**src/rtl/draw_pkg.sv**
```systemverilog
// Shared drawing definitions for the sprite layer arbiter.
// Contents: screen geometry, coordinate/colour widths, the sprite record
// held in the shadow and active banks, and the arbiter FSM state type.
package draw_pkg;

  localparam int H_ACTIVE = 1440;
  localparam int V_ACTIVE = 900;
  localparam int X_W      = 11;
  localparam int Y_W      = 10;
  localparam int RGB_W    = 12;

  // One bit wider than the screen coordinates, so that x+SPR_W / y+SPR_H
  // for sprites hanging off the right or bottom edge cannot wrap to 0.
  localparam int XS_W = $clog2(H_ACTIVE) + 1;
  localparam int YS_W = $clog2(V_ACTIVE) + 1;

  typedef struct packed {
    logic [X_W-1:0]   x;
    logic [Y_W-1:0]   y;
    logic [RGB_W-1:0] rgb;
    logic             vis;
  } sprite_t;

  typedef enum logic {
    ST_ACCEPT = 1'b0,
    ST_COMMIT = 1'b1
  } state_t;

endpackage

```
**src/rtl/sprite_layer_arbiter_if.sv**
```systemverilog
// Sprite update port between game-logic requesters and the arbiter.
// Signals (requester i uses bit i / slice i):
//   upd_req  per-requester request, held until acked
//   upd_x    packed left edges,  [X_W*i +: X_W]
//   upd_y    packed top edges,   [Y_W*i +: Y_W]
//   upd_rgb  packed colours,     [RGB_W*i +: RGB_W]
//   upd_vis  per-requester visibility
//   upd_ack  one-hot ack, the shadow entry is written at the end of that cycle
// Modports: master = requester side, slave = arbiter side.
interface sprite_layer_arbiter_if
  import draw_pkg::*;
#(
  parameter int N_SPR = 4
) ();

  logic [N_SPR-1:0]       upd_req;
  logic [X_W*N_SPR-1:0]   upd_x;
  logic [Y_W*N_SPR-1:0]   upd_y;
  logic [RGB_W*N_SPR-1:0] upd_rgb;
  logic [N_SPR-1:0]       upd_vis;
  logic [N_SPR-1:0]       upd_ack;

  modport master (
    output upd_req, upd_x, upd_y, upd_rgb, upd_vis,
    input  upd_ack
  );

  modport slave (
    input  upd_req, upd_x, upd_y, upd_rgb, upd_vis,
    output upd_ack
  );

endinterface

```
**src/rtl/rr_arbiter.sv**
```systemverilog
// Combinational round-robin arbiter.
// Ports:
//   req       in   N      request vector
//   ptr       in   PTR_W  highest-priority index this cycle (0..N-1)
//   grant     out  N      one-hot grant of the first request at or after ptr
//   next_ptr  out  PTR_W  index after the granted one (mod N); ptr when idle
module rr_arbiter #(
  parameter  int N     = 4,
  localparam int PTR_W = $clog2(N)
) (
  input  logic [N-1:0]     req,
  input  logic [PTR_W-1:0] ptr,
  output logic [N-1:0]     grant,
  output logic [PTR_W-1:0] next_ptr
);

  logic             found;
  logic [PTR_W-1:0] idx;

  always_comb begin
    grant    = '0;
    next_ptr = ptr;
    found    = 1'b0;
    idx      = '0;
    for (int k = 0; k < N; k++) begin
      idx = PTR_W'((int'(ptr) + k) % N);
      if (!found && req[idx]) begin
        found      = 1'b1;
        grant[idx] = 1'b1;
        next_ptr   = (int'(idx) == N - 1) ? '0 : idx + 1'b1;
      end
    end
  end

endmodule

```
**src/rtl/sprite_layer_arbiter.sv**
```systemverilog
// Sprite layer arbiter for the 1440x900 VGA output stage.
// Requesters post sprite updates through a req/ack port; a round-robin
// arbiter serialises them into a shadow bank, which is copied to the active
// bank once per frame on the rising edge of vsync. Every cycle the sprite
// under (curr_x, curr_y) is composited (lowest index wins, else bg_rgb) and
// the result is registered onto draw_r/g/b.
// Ports:
//   clk, rst_n        pixel clock, async active-low reset
//   curr_x, curr_y    current active-area pixel
//   vsync             frame-start pulse (rising edge used)
//   bg_rgb            background colour {r,g,b}
//   upd               sprite update port (slave side)
//   frame_tick        one-cycle pulse on the cycle after commit
//   draw_r/g/b        composited colour, 1-cycle latency from curr_x/curr_y
//
// state  | meaning
// ACCEPT | grant at most one update request per cycle into the shadow bank
// COMMIT | one cycle: copy pending shadow entries to the active bank
module sprite_layer_arbiter
  import draw_pkg::*;
#(
  parameter int N_SPR = 4,
  parameter int SPR_W = 32,
  parameter int SPR_H = 32
) (
  input  logic                 clk,
  input  logic                 rst_n,
  input  logic [X_W-1:0]       curr_x,
  input  logic [Y_W-1:0]       curr_y,
  input  logic                 vsync,
  input  logic [RGB_W-1:0]     bg_rgb,
  sprite_layer_arbiter_if.slave upd,
  output logic                 frame_tick,
  output logic [3:0]           draw_r,
  output logic [3:0]           draw_g,
  output logic [3:0]           draw_b
);

  localparam int PTR_W = $clog2(N_SPR);

  state_t             state, state_nxt;
  logic [PTR_W-1:0]   rr_ptr, next_ptr;
  logic [N_SPR-1:0]   grant, pending, hit;
  logic               vsync_d, vsync_rise, grant_en, commit;
  logic [RGB_W-1:0]   pix;
  sprite_t            shadow [N_SPR];
  sprite_t            active [N_SPR];

  assign vsync_rise = vsync & ~vsync_d;

  rr_arbiter #(.N(N_SPR)) u_rr_arbiter (
    .req      (upd.upd_req),
    .ptr      (rr_ptr),
    .grant    (grant),
    .next_ptr (next_ptr)
  );

  // The ack is combinational from req so it lands in the grant cycle; rst_n
  // gates it so a requester holding req during reset sees no ack.
  assign upd.upd_ack = (grant_en && rst_n) ? grant : '0;

  always_ff @(posedge clk or negedge rst_n) begin
    if (!rst_n) state <= ST_ACCEPT;
    else        state <= state_nxt;
  end

  always_comb begin
    state_nxt = state;
    grant_en  = 1'b0;
    commit    = 1'b0;
    case (state)
      ST_ACCEPT: begin
        if (vsync_rise) state_nxt = ST_COMMIT;
        else            grant_en  = 1'b1;
      end
      ST_COMMIT: begin
        commit    = 1'b1;
        state_nxt = ST_ACCEPT;
      end
      default: state_nxt = ST_ACCEPT;
    endcase
  end

  always_ff @(posedge clk or negedge rst_n) begin
    if (!rst_n) begin
      vsync_d    <= 1'b0;
      frame_tick <= 1'b0;
      rr_ptr     <= '0;
      pending    <= '0;
      draw_r     <= '0;
      draw_g     <= '0;
      draw_b     <= '0;
      for (int i = 0; i < N_SPR; i++) begin
        shadow[i] <= '0;
        active[i] <= '0;
      end
    end else begin
      vsync_d    <= vsync;
      frame_tick <= commit;
      {draw_r, draw_g, draw_b} <= pix;
      if (grant_en && (|upd.upd_req)) rr_ptr <= next_ptr;
      // Grants and commit never share a cycle, so each entry sees at most one.
      for (int i = 0; i < N_SPR; i++) begin
        if (grant_en && grant[i]) begin
          shadow[i] <= '{x:   upd.upd_x[X_W*i +: X_W],
                         y:   upd.upd_y[Y_W*i +: Y_W],
                         rgb: upd.upd_rgb[RGB_W*i +: RGB_W],
                         vis: upd.upd_vis[i]};
          pending[i] <= 1'b1;
        end else if (commit && pending[i]) begin
          active[i]  <= shadow[i];
          pending[i] <= 1'b0;
        end
      end
    end
  end

  always_comb begin
    hit = '0;
    for (int i = 0; i < N_SPR; i++) begin
      hit[i] = active[i].vis
             && (XS_W'(curr_x) >= XS_W'(active[i].x))
             && (XS_W'(curr_x) <  XS_W'(active[i].x) + XS_W'(SPR_W))
             && (YS_W'(curr_y) >= YS_W'(active[i].y))
             && (YS_W'(curr_y) <  YS_W'(active[i].y) + YS_W'(SPR_H));
    end
  end

  // Walk from the highest index down so the lowest hitting index is left.
  always_comb begin
    pix = bg_rgb;
    for (int i = N_SPR - 1; i >= 0; i--) begin
      if (hit[i]) pix = active[i].rgb;
    end
  end

endmodule
```
**src/flat_wrapper.sv**
```systemverilog
// flat-port wrapper written by rule: the top's interface ports become plain ports
module sprite_layer_arbiter_flat import draw_pkg::*;
#(
  parameter int N_SPR = 4,
  parameter int SPR_W = 32,
  parameter int SPR_H = 32
)
  (clk, rst_n, curr_x, curr_y, vsync, bg_rgb, frame_tick, draw_r, draw_g, draw_b, upd_upd_req, upd_upd_x, upd_upd_y, upd_upd_rgb, upd_upd_vis, upd_upd_ack);
  sprite_layer_arbiter_if #(.N_SPR(N_SPR)) upd_i ();
  input  logic clk;
  input  logic rst_n;
  input  logic [X_W-1:0] curr_x;
  input  logic [Y_W-1:0] curr_y;
  input  logic vsync;
  input  logic [RGB_W-1:0] bg_rgb;
  output logic frame_tick;
  output logic [3:0] draw_r;
  output logic [3:0] draw_g;
  output logic [3:0] draw_b;
  input wire logic [$bits(upd_i.upd_req)-1:0] upd_upd_req;
  input wire logic [$bits(upd_i.upd_x)-1:0] upd_upd_x;
  input wire logic [$bits(upd_i.upd_y)-1:0] upd_upd_y;
  input wire logic [$bits(upd_i.upd_rgb)-1:0] upd_upd_rgb;
  input wire logic [$bits(upd_i.upd_vis)-1:0] upd_upd_vis;
  output wire logic [$bits(upd_i.upd_ack)-1:0] upd_upd_ack;
  assign upd_i.upd_req = upd_upd_req;
  assign upd_i.upd_x = upd_upd_x;
  assign upd_i.upd_y = upd_upd_y;
  assign upd_i.upd_rgb = upd_upd_rgb;
  assign upd_i.upd_vis = upd_upd_vis;
  assign upd_upd_ack = upd_i.upd_ack;
  sprite_layer_arbiter #(.N_SPR(N_SPR), .SPR_W(SPR_W), .SPR_H(SPR_H)) u_core (.clk(clk), .rst_n(rst_n), .curr_x(curr_x), .curr_y(curr_y), .vsync(vsync), .bg_rgb(bg_rgb), .upd(upd_i), .frame_tick(frame_tick), .draw_r(draw_r), .draw_g(draw_g), .draw_b(draw_b));
endmodule
```
**config.mk**
```make
export PLATFORM = sky130hd
export DESIGN_NAME = sprite_layer_arbiter_flat
export DESIGN_NICKNAME = d
export VERILOG_FILES = /design/src/rtl/draw_pkg.sv /design/src/rtl/sprite_layer_arbiter_if.sv /design/src/rtl/rr_arbiter.sv /design/src/rtl/sprite_layer_arbiter.sv /design/src/flat_wrapper.sv
export SDC_FILE = /design/constraint.sdc
export NUM_CORES = 1
export LEC_CHECK = 0
export BUFFER_PORTS_ARGS = -buffer_cell sky130_fd_sc_hd__buf_4
export CORE_ASPECT_RATIO = 1.5
export CORE_MARGIN = 1.5
export CORE_UTILIZATION = 35
export DETAILED_ROUTE_END_ITERATION = 10
export GPL_ROUTABILITY_DRIVEN = 0
export HOLD_SLACK_MARGIN = 0.06
export SLEW_MARGIN = 20
export SYNTH_ARGS = -nofsm -noshare
export SYNTH_HDL_FRONTEND = slang
export SYNTH_SLANG_ARGS = --single-unit
```
**constraint.sdc**
```tcl
create_clock -name clk -period 4.5 [get_ports clk]
set_clock_uncertainty 0.15 [all_clocks]
set_input_delay 0.9 -clock clk [delete_from_list [all_inputs] [get_ports clk]]
set_output_delay 0.9 -clock clk [all_outputs]
set_load 0.05 [all_outputs]
```
==> results_dict.tcl, run 1 <==
set metrics [dict create \
    outcome "finished clean" \
    finalSetupTns_ns 0 \
    synthMostInstantiatedCell "dfrtp_1" \
    cp-end-kind "output pin" \
    routed_wl_mm 39.38 \
    clkLatencyLatePin_ns 0.57 \
    synth.distinct_cells 73 \
    ys.flop_type "dfrtp_1" \
    grt_pass1_wl_mm 61.33 \
    ant_nets 0 \
    drt_iter0_markers 415 \
    reg2reg_from "u_core.active[120]$_DFFE_PN0P_" \
    setup_violations 0 \
    min_period_over_period 0.9559 \
    r2r_cells 10 \
    synthArstFlopShare 1.000 \
    fp.dieW_um 175.3 \
    rr_endpoint "u_core.draw_r[3]$_DFF_PN0_" \
    final_nets 1774 \
    cp-start-kind "register" \
    arrival_ns 3.25 \
    fin_cells 2056 \
    cts_tree "built" \
    powerDensity_nw_per_um2 711.0 \
    slew_violations 0 \
    synth_top_area_share 0.4706 \
    post-route-min-period_ns 4.302 \
    dp_cells 2000 \
    grt_setup_unrepaired "false" \
    die_height_um 261.4 \
    post_cts_buffers 0 \
    synthTopCellsByCount "dfrtp_1 (293), mux2_2 (239), ha_1 (142), inv_1 (106), o21ai_0 (39)" \
    ys_seq_elements 293 \
    slew-limit-headroom 0.3405 \
    hold_violations 0 \
    synth_area_leaders "dfrtp_1 (47%), mux2_2 (17%), ha_1 (11%)" \
    grt_pass1_vias 11110 \
    cap_violations 0 \
    design.die.area_um2 45820 \
    hpwl_mm 29.46 \
    clkSlewWorstSetupHoldPaths_ns 0.07 \
    crit_type "register to output pin" \
    nFillCells 4119 \
    clkSinkCount 293 \
    wl_per_cell_um 19.15 \
    core_um2 43870 \
    ctsRootBufferMaster "clkbuf_16" \
    r2r_slack_ns 0.74 \
    final_layout_size_suffix_gt1_frac 0.3613 \
    endpoint "upd_upd_ack[3]" \
    required_ns 3.45 \
    ios 193 \
    hold_path_class "input pin to register" \
    synth-edff-count 0 \
    grt_max_degree 72 \
    syn-num-nets 1571 \
    fmaxAchievable_mhz 232.5 \
    placed_area_um2 17610 \
    clockBufferDepth 3 \
    tightest_slew_ns 0.9858 \
    synth_area_per_cell_um2 12.44 \
    vias 10440 \
    cts_htree_levels 1 \
    cp_max_fo 9 \
    postSynthCellCount 1253 \
    area_growth_pct 19.65 \
    start_util 0.3552 \
    startpoint "u_core.rr_ptr[1]$_DFFE_PN0P_" \
    yosysTopAreaCell "dfrtp_1" \
    cts_made_buffers 29 \
    rows 94 \
    port_buffers 192 \
    gr-total-overflow 0 \
    vias_per_cell 5.080 \
    synthesis.area_um2 15580 \
    ys.warnings.count 0 \
    grtUsageTotal 0.1732 \
    leakage_uw 0.008550 \
    dr.pass1.iters 4 \
    grt_antenna_before_repair 1 \
    ir_worst_vdd_uv 637.2 \
    utilization 0.4250 \
    stdcell_area_um2 18640 \
    drc 0 \
    seq_area_frac_synth 0.4706 \
]
-- critical path, cell delays in order (launching register included) --
cell and delay, ns:
dfrtp_1 0.52, inv_1 0.21, ha_1 0.41, mux4_2 0.42
nor2b_4 0.20, a221o_1 0.18, o21ai_2 0.07, a21oi_4 0.29
and2_1 0.18, buf_4 0.19
-- how the worst min path moves through the flow --
stage / from / to / slack (ns) / cells after the start
after floorplan: u_core.state$_DFF_PN0_ / u_core.frame_tick$_DFF_PN0_ / 0.20 / 0
after global placement: u_core.pending[1]$_DFFE_PN0P_ / u_core.pending[1]$_DFFE_PN0P_ / 0.31 / 1
after detailed placement: u_core.pending[0]$_DFFE_PN0P_ / u_core.pending[0]$_DFFE_PN0P_ / 0.32 / 1
after CTS: vsync / u_core.vsync_d$_DFF_PN0_ / 0.27 / 1
after global routing: vsync / u_core.vsync_d$_DFF_PN0_ / 0.28 / 1
final: vsync / u_core.vsync_d$_DFF_PN0_ / 0.30 / 1
-- cell type report --
class | count | area [um2] | share of cell area
Clock buffer | 35 | 778.2 | 0.04174
Sequential cell | 293 | 7333 | 0.3934
Clock inverter | 18 | 237.7 | 0.01275
Multi-Input combinational cell | 816 | 7587 | 0.4070
Inverter | 107 | 401.6 | 0.02154
Tap cell | 576 | 720.7 | 0.03866
Antenna cell | 2 | 5.005 | 0.0002685
Timing Repair Buffer | 209 | 1579 | 0.08470
-- metrics by stage --
stage	hold WS, ns	setup slack, ns	power, uW
floorplan	0.2019	0.5725	9165
global placement	0.3118	0.4895	10530
detailed placement	0.3233	0.4609	10760
CTS	0.2735	0.009954	13430
global route	0.2761	0.01908	14280
finish	0.2988	0.1984	13260
-- registers in the layout (all words and copies together) (netlist names) --
signal             flops
u_core.draw_g          4
u_core.active        136
u_core.shadow        136
u_core.rr_ptr          2
u_core.draw_b          4
u_core.state           1
u_core.pending         4
u_core.frame_tick      1
u_core.vsync_d         1
u_core.draw_r          4
-- layout by cell type (no fill, tap or decap), types with 9 or more instances in the layout --
cell	synthesis	final
clkbuf_16	0	29
nand4_1	9	9
o221a_1	10	10
ha_1	142	142
o22ai_2	10	10
dfrtp_1	293	292
inv_1	106	106
nand2_1	27	26
a21o_1	19	19
mux2_2	239	239
clkinv_2	0	9
nor3_1	11	11
mux2i_1	13	13
xnor2_1	28	28
o21ai_0	39	39
a211oi_1	9	9
nand3_1	34	34
mux2_1	34	34
a21oi_1	38	38
nand2b_1	12	12
buf_4	1	207
nor2_1	33	33
-- power by group --
group / switching (uW) / internal (uW)
Sequential: 849 / 4000
Combinational: 2890 / 2920
Clock: 1080 / 1520
Total: 4810 / 8440
-- routing by layer --
| layer | vias up | part of all wire | GRT usage |
|---|---|---|---|
| met5 | - | 0 | 0 |
| met4 | 0 | 0.036 | 0.07217 |
| met3 | 79 | 0.032 | 0.02178 |
| met2 | 197 | 0.55 | 0.3351 |
| met1 | 5228 | 0.38 | 0.1886 |
| li1 | 4940 | - | - |
-- what timing repair did --
item	4_1_cts	5_1_grt
hold endpoints to repair	28	0
resized for setup	0	2
endpoints found under the setup margin	0	4
hold buffers	1	0
-- kinds of logic after synthesis --
group	Yosys count	synth area share
flops	293	0.4706
mux	287	0.2071
compound gates	197	0.09428
simple gates	162	0.05509
buf+inv	144	0.04320
fa+ha+maj	142	0.1140
xor+xnor	28	0.01574
Note: power is estimated with default switching activity, not from simulation.
==> inputs of run 2 (changes only) <==
==> constraint.sdc (replaced) <==
create_clock -name clk -period 4.5 [get_ports clk]
set_clock_uncertainty 0.15 [all_clocks]
set_input_delay 0 -clock clk [delete_from_list [all_inputs] [get_ports clk]]
set_output_delay 0 -clock clk [all_outputs]
set_load 0.05 [all_outputs]
==> run 2 against run 1 <==
Against the previous run:
- routed wire length is 4.3% higher
- non-clock buffer count up 278
- via count is 9.4% higher
- die area did not move
- flip-flop and latch count is the same
- hold slack got worse by 0.21 ns
- combinational power grew 3.6%
- count of clock-buffer cells in the layout is 6 higher
==> results_dict.tcl, run 2 (synthesis gave the netlist of run 1 again) <==
set metrics [dict create \
    outcome "finished clean" \
    drc 0 \
    slew-limit-headroom 0.3167 \
    area_growth_pct 38.36 \
    finalSetupTns_ns 0 \
    core_um2 43870 \
    multi_input_area_um2 7584 \
    cp_max_fo 31 \
    dr.pass1.iters 4 \
    ant_nets 0 \
    layout_common_cells "dfrtp_1 (293), dlygate4sd3_1 (283), mux2_2 (239)" \
    routed_wl_mm 41.08 \
    cts_htree_levels 1 \
    clkLatencyLatePin_ns 0.58 \
    post-route-min-period_ns 4.058 \
    dp_slack_ns 0.7863 \
    ios 193 \
    grt_max_degree 140 \
    internal_power_uw 8760 \
    final_layout_size_suffix_gt1_frac 0.3015 \
    worst_slack_ns 0.4420 \
    powerDensity_nw_per_um2 631.3 \
    power.total_uw 13610 \
    rr_endpoint "u_core.draw_b[0]$_DFF_PN0_" \
    nFillCells 3883 \
    utilization 0.4914 \
    grt_pass1_vias 12200 \
    holdCritStartpoint "upd_upd_rgb[1]" \
    min_delay_worst_endpoint "u_core.shadow[104]$_DFFE_PN0P_" \
    gr-total-overflow 0 \
    design.die.area_um2 45820 \
    cap_violations 0 \
    holdPathStages 3 \
    slew_violations 0 \
    ir_worst_vdd_uv 346.6 \
    leakage_uw 0.009766 \
    clockBufferDepth 3 \
    hpwl_mm 28.33 \
    final_nets 2053 \
    wl_per_cell_um 17.60 \
    cts_resized 0 \
    clkSlewWorstSetupHoldPaths_ns 0.06 \
    start_util 0.3552 \
    vias_per_cell 4.894 \
    power_switching_uw 4850 \
    final_common_cell "dfrtp_1" \
    cts_made_buffers 30 \
    switching_share 0.3563 \
    hold_violations 0 \
    setup_violations 0 \
    fp.dieW_um 175.3 \
    seqPwrFrac 0.356 \
    crit_type "register to output pin" \
    regArea_um2 7332 \
    tightest_slew_ns 1.021 \
    grt_antenna_before_repair 0 \
    vias 11420 \
    cp-start-kind "register" \
    grtUsageTotal 0.1808 \
    reg2reg_from "u_core.active[120]$_DFFE_PN0P_" \
    r2r_cells 9 \
    grt_setup_unrepaired "false" \
    min_period_over_period 0.9018 \
    ctsRootBufferMaster "clkbuf_16" \
    fmaxAchievable_mhz 246.4 \
    die_height_um 261.4 \
    cts_tree "built" \
    power.share.clock 0.202 \
    clkSinkCount 293 \
    arrival_ns 3.91 \
    drt_iter0_markers 382 \
    hold_path_class "input pin to register" \
    cp-end-kind "output pin" \
    port_buffers 192 \
    p_comb_frac 0.442 \
    grt_pass1_wl_mm 65.11 \
    r2r_slack_ns 0.80 \
    top_regs "u_core.active (136), u_core.shadow (136)" \
    required_ns 4.35 \
    rows 94 \
    antennaDiodeCount 0 \
]
run 2: how the worst max path moves through the flow:
stage,startpoint,endpoint,depth (start not counted)
3_5_place_dp,u_core.active[120]$_DFFE_PN0P_,u_core.draw_b[0]$_DFF_PN0_,9
5_1_grt,u_core.rr_ptr[0]$_DFFE_PN0P_,upd_upd_ack[2],11
6_report,u_core.rr_ptr[0]$_DFFE_PN0P_,upd_upd_ack[2],10
3_3_place_gp,u_core.active[120]$_DFFE_PN0P_,u_core.draw_b[0]$_DFF_PN0_,9
4_1_cts,u_core.rr_ptr[0]$_DFFE_PN0P_,upd_upd_ack[2],10
2_1_floorplan,u_core.rr_ptr[0]$_DFFE_PN0P_,u_core.shadow[14]$_DFFE_PN0P_,11
run 2: through the flow:
stage | cell area [um2] | std cells | hold slack, ns
after detailed placement | 17590 | 1995 | -0.1058
after global placement | 17590 | 1995 | -0.1165
after floorplan | 15580 | 1253 | -0.4456
final | 21560 | 2334 | 0.08513
after CTS | 21560 | 2334 | 0.06036
after global routing | 21560 | 2334 | 0.07368
run 2: metal layers:
metal	part of all wire	wire length, um	global-route usage
met1	0.40	16280	0.2051
met2	0.54	22220	0.3469
met3	0.030	1229	0.01916
met4	0.033	1356	0.06648
met5	0	0	0
run 2: power by group through the flow:
| stage | sequential [uW] | combinational, uW | clock, uW |
|---|---|---|---|
| CTS | 4850 | 6080 | 2830 |
| detailed placement | 4890 | 5790 | 0 |
| global placement | 4850 | 5620 | 0 |
| floorplan | 4770 | 4400 | 0 |
| finish | 4850 | 6010 | 2750 |
| global route | 5040 | 6670 | 2930 |
run 2: critical path, cell delays in order, from the launching register on:
cell	delay, ns
dfrtp_1	0.67
inv_1	0.21
ha_1	0.42
mux4_2	0.43
nor2b_4	0.20
a221o_1	0.18
o21ai_2	0.08
a21oi_4	0.26
buf_4	0.46
and2_1	0.19
buf_4	0.19
run 2: repair_timing:
| item | 4_1_cts | 5_1_grt |
|---|---|---|
| endpoints found under the setup margin | 0 | 0 |
| hold buffers | 284 | 0 |
| setup buffers | 0 | 0 |
| hold endpoints to repair | 445 | 0 |
run 2: layout make-up:
type                    instances  area share
flip-flops and latches        293      0.3401
clock inverters                14     0.01074
clock buffers                  41     0.04045
multi-input cells             816      0.3518
repair buffers                487      0.2049
well taps                     576     0.03343
inverters                     107     0.01863
==> inputs of run 3 (changes only) <==
--- a/config.mk
+++ b/config.mk
@@ -11,2 +11,3 @@
 export CORE_UTILIZATION = 35
+export CTS_BUF_LIST = sky130_fd_sc_hd__clkbuf_16
 export DETAILED_ROUTE_END_ITERATION = 10
==> constraint.sdc (replaced) <==
create_clock -name clk -period 4.5 [get_ports clk]
set_clock_uncertainty 0.15 [all_clocks]
set_input_delay 0.9 -clock clk [delete_from_list [all_inputs] [get_ports clk]]
set_output_delay 0.9 -clock clk [all_outputs]
set_load 0.05 [all_outputs]
==> run 3 against run 2 <==
Against the previous run:
- non-clock buffer count shrank 278
- utilization fell by 6.7 points
- final area down 14%
- combinational power fell by 3.5%
- routed wire length is 4.1% lower
- via count down 8.4%
- first-iteration DRC count up 4.5%
- sequential power about the same
- largest power group unchanged
==> results_dict.tcl, run 3 (synthesis gave the netlist of run 1 again) <==
set metrics [dict create \
    r2r_cells 10 \
    vias 10460 \
    cts_htree_levels 1 \
    rr_endpoint "u_core.draw_r[3]$_DFF_PN0_" \
    slowest_delay_ns 0.52 \
    ios 193 \
    slew-limit-headroom 0.3331 \
    hold_violations 0 \
    gr-total-overflow 0 \
    design.die.area_um2 45820 \
    arrival_ns 3.23 \
    hold_path_class "input pin to register" \
    port_buffers 192 \
    fmaxAchievable_mhz 233.7 \
    post-route-min-period_ns 4.280 \
    finalSetupTns_ns 0 \
    ant_nets 0 \
    reg2reg_from "u_core.active[120]$_DFFE_PN0P_" \
    cpLargestDelayFamily "compound AO/OA/AOI/OAI gates" \
    crit_type "register to output pin" \
    cp-start-kind "register" \
    drc 0 \
    clkSinkCount 293 \
    layout_common_cells "dfrtp_1 (292), mux2_2 (239), buf_4 (207)" \
    min_delay_worst_endpoint "u_core.vsync_d$_DFF_PN0_" \
    leakage_uw 0.008546 \
    wl_per_cell_um 19.18 \
    holdPathStages 1 \
    power.total_uw 13200 \
    highest_layer "met4" \
    clkSlewWorstSetupHoldPaths_ns 0.07 \
    vias_per_cell 5.090 \
    dr.pass1.iters 4 \
    hpwl_mm 29.46 \
    met2_length_mm 21.61 \
    nFillCells 4128 \
    route.met3.wl_mm 1.264 \
    slew_violations 0 \
    ctsRootBufferMaster "clkbuf_16" \
    fp.dieW_um 175.3 \
    ir_worst_vdd_uv 635.7 \
    cp-end-kind "output pin" \
    rows 94 \
    worst_slack_ns 0.2204 \
    grt_setup_unrepaired "false" \
    cts_tree "built" \
    outcome "finished clean" \
    top_regs "u_core.active (136), u_core.shadow (136)" \
    final_nets 1774 \
    final_common_cell "dfrtp_1" \
    fin_cells 2055 \
    area_growth_pct 19.44 \
    r2r_slack_ns 0.72 \
    clkLatencyLatePin_ns 0.58 \
    cts_made_buffers 29 \
    holdCritStartpoint "vsync" \
    start_util 0.3552 \
    die_height_um 261.4 \
    cp_slowest_cell "dfrtp_1" \
    powerDensity_nw_per_um2 709.1 \
    grt_max_degree 72 \
    final_layout_size_suffix_gt1_frac 0.3593 \
    utilization 0.4242 \
    cp_max_fo 9 \
    grtUsageTotal 0.1732 \
    min_period_over_period 0.9510 \
    core_um2 43870 \
    required_ns 3.45 \
    tightest_slew_ns 0.9968 \
    routed_wl_mm 39.41 \
    cp_cell_sequence "inv_1, ha_1, mux4_2, nor2b_4, a221o_1, o21ai_2, a21oi_4, and2_1, buf_4" \
    dp_cells 2000 \
    grt_pass1_vias 11100 \
    cap_violations 0 \
    grt_antenna_before_repair 0 \
    path_buf_inv 2 \
    grt_pass1_wl_mm 61.29 \
    clockBufferDepth 3 \
    wl_met1_mm 15.11 \
    setup_violations 0 \
    drt_iter0_markers 399 \
    dp_slack_ns 0.4609 \
]
## run 3: where the power goes
part,leakage (uW),switching (uW),internal (uW)
sequential,0.00347,852,4000
combinational,0.00458,2880,2920
clock,0.000494,1080,1470
## run 3: worst reg2reg max path, cell delays in order, from the launching register on
cell and delay, ns:
dfrtp_1 0.45, ha_1 0.26, xnor2_1 0.13, ha_1 0.30, nand3_1 0.12, nor2_1 0.06
a2111oi_0 0.74, o32ai_1 0.14, or4_1 0.74, nand3_2 0.41, o22ai_1 0.15
## run 3: area by class of cell
type | count | area (um2) | share of cell area
diodes | 1 | 2.502 | 0.0001345
inverters | 107 | 401.6 | 0.02158
well taps | 576 | 720.7 | 0.03873
multi-input cells | 816 | 7587 | 0.4077
flip-flops and latches | 293 | 7333 | 0.3940
clock inverters | 24 | 260.3 | 0.01398
repair buffers | 209 | 1579 | 0.08485
clock buffers | 29 | 725.7 | 0.03899
## run 3: metal layers
layer,GRT usage,vias to the layer above
li1,-,4940
met1,0.1889,5240
met2,0.3362,202
met3,0.02134,77
met4,0.06956,0
met5,0,-
## run 3: metrics by stage
| step | hold WS (ns) | instance area (um2) |
|---|---|---|
| 2_1_floorplan | 0.2019 | 15580 |
| 3_3_place_gp | 0.3118 | 17610 |
| 3_5_place_dp | 0.3233 | 17610 |
| 4_1_cts | 0.2735 | 18600 |
| 5_1_grt | 0.2777 | 18610 |
| 6_report | 0.2987 | 18610 |
## run 3: what timing repair did
item | 4_1_cts | 5_1_grt
hold buffers | 1 | 0
gates resized for setup | 0 | 2
setup buffers | 0 | 0
setup endpoints to repair | 0 | 4
hold endpoints to repair | 28 | 0
## run 3: worst max path at each step
stage,end,slack (ns),from,cells past startpoint
floorplan,upd_upd_ack[0],0.57,upd_upd_req[2],8
global placement,u_core.draw_r[3]$_DFF_PN0_,0.49,curr_y[7],8
detailed placement,u_core.draw_b[0]$_DFF_PN0_,0.46,curr_y[7],8
CTS,upd_upd_ack[3],0.01,u_core.rr_ptr[0]$_DFFE_PN0P_,10
global route,upd_upd_ack[3],0.02,u_core.rr_ptr[1]$_DFFE_PN0P_,9
finish,upd_upd_ack[2],0.22,u_core.rr_ptr[1]$_DFFE_PN0P_,9
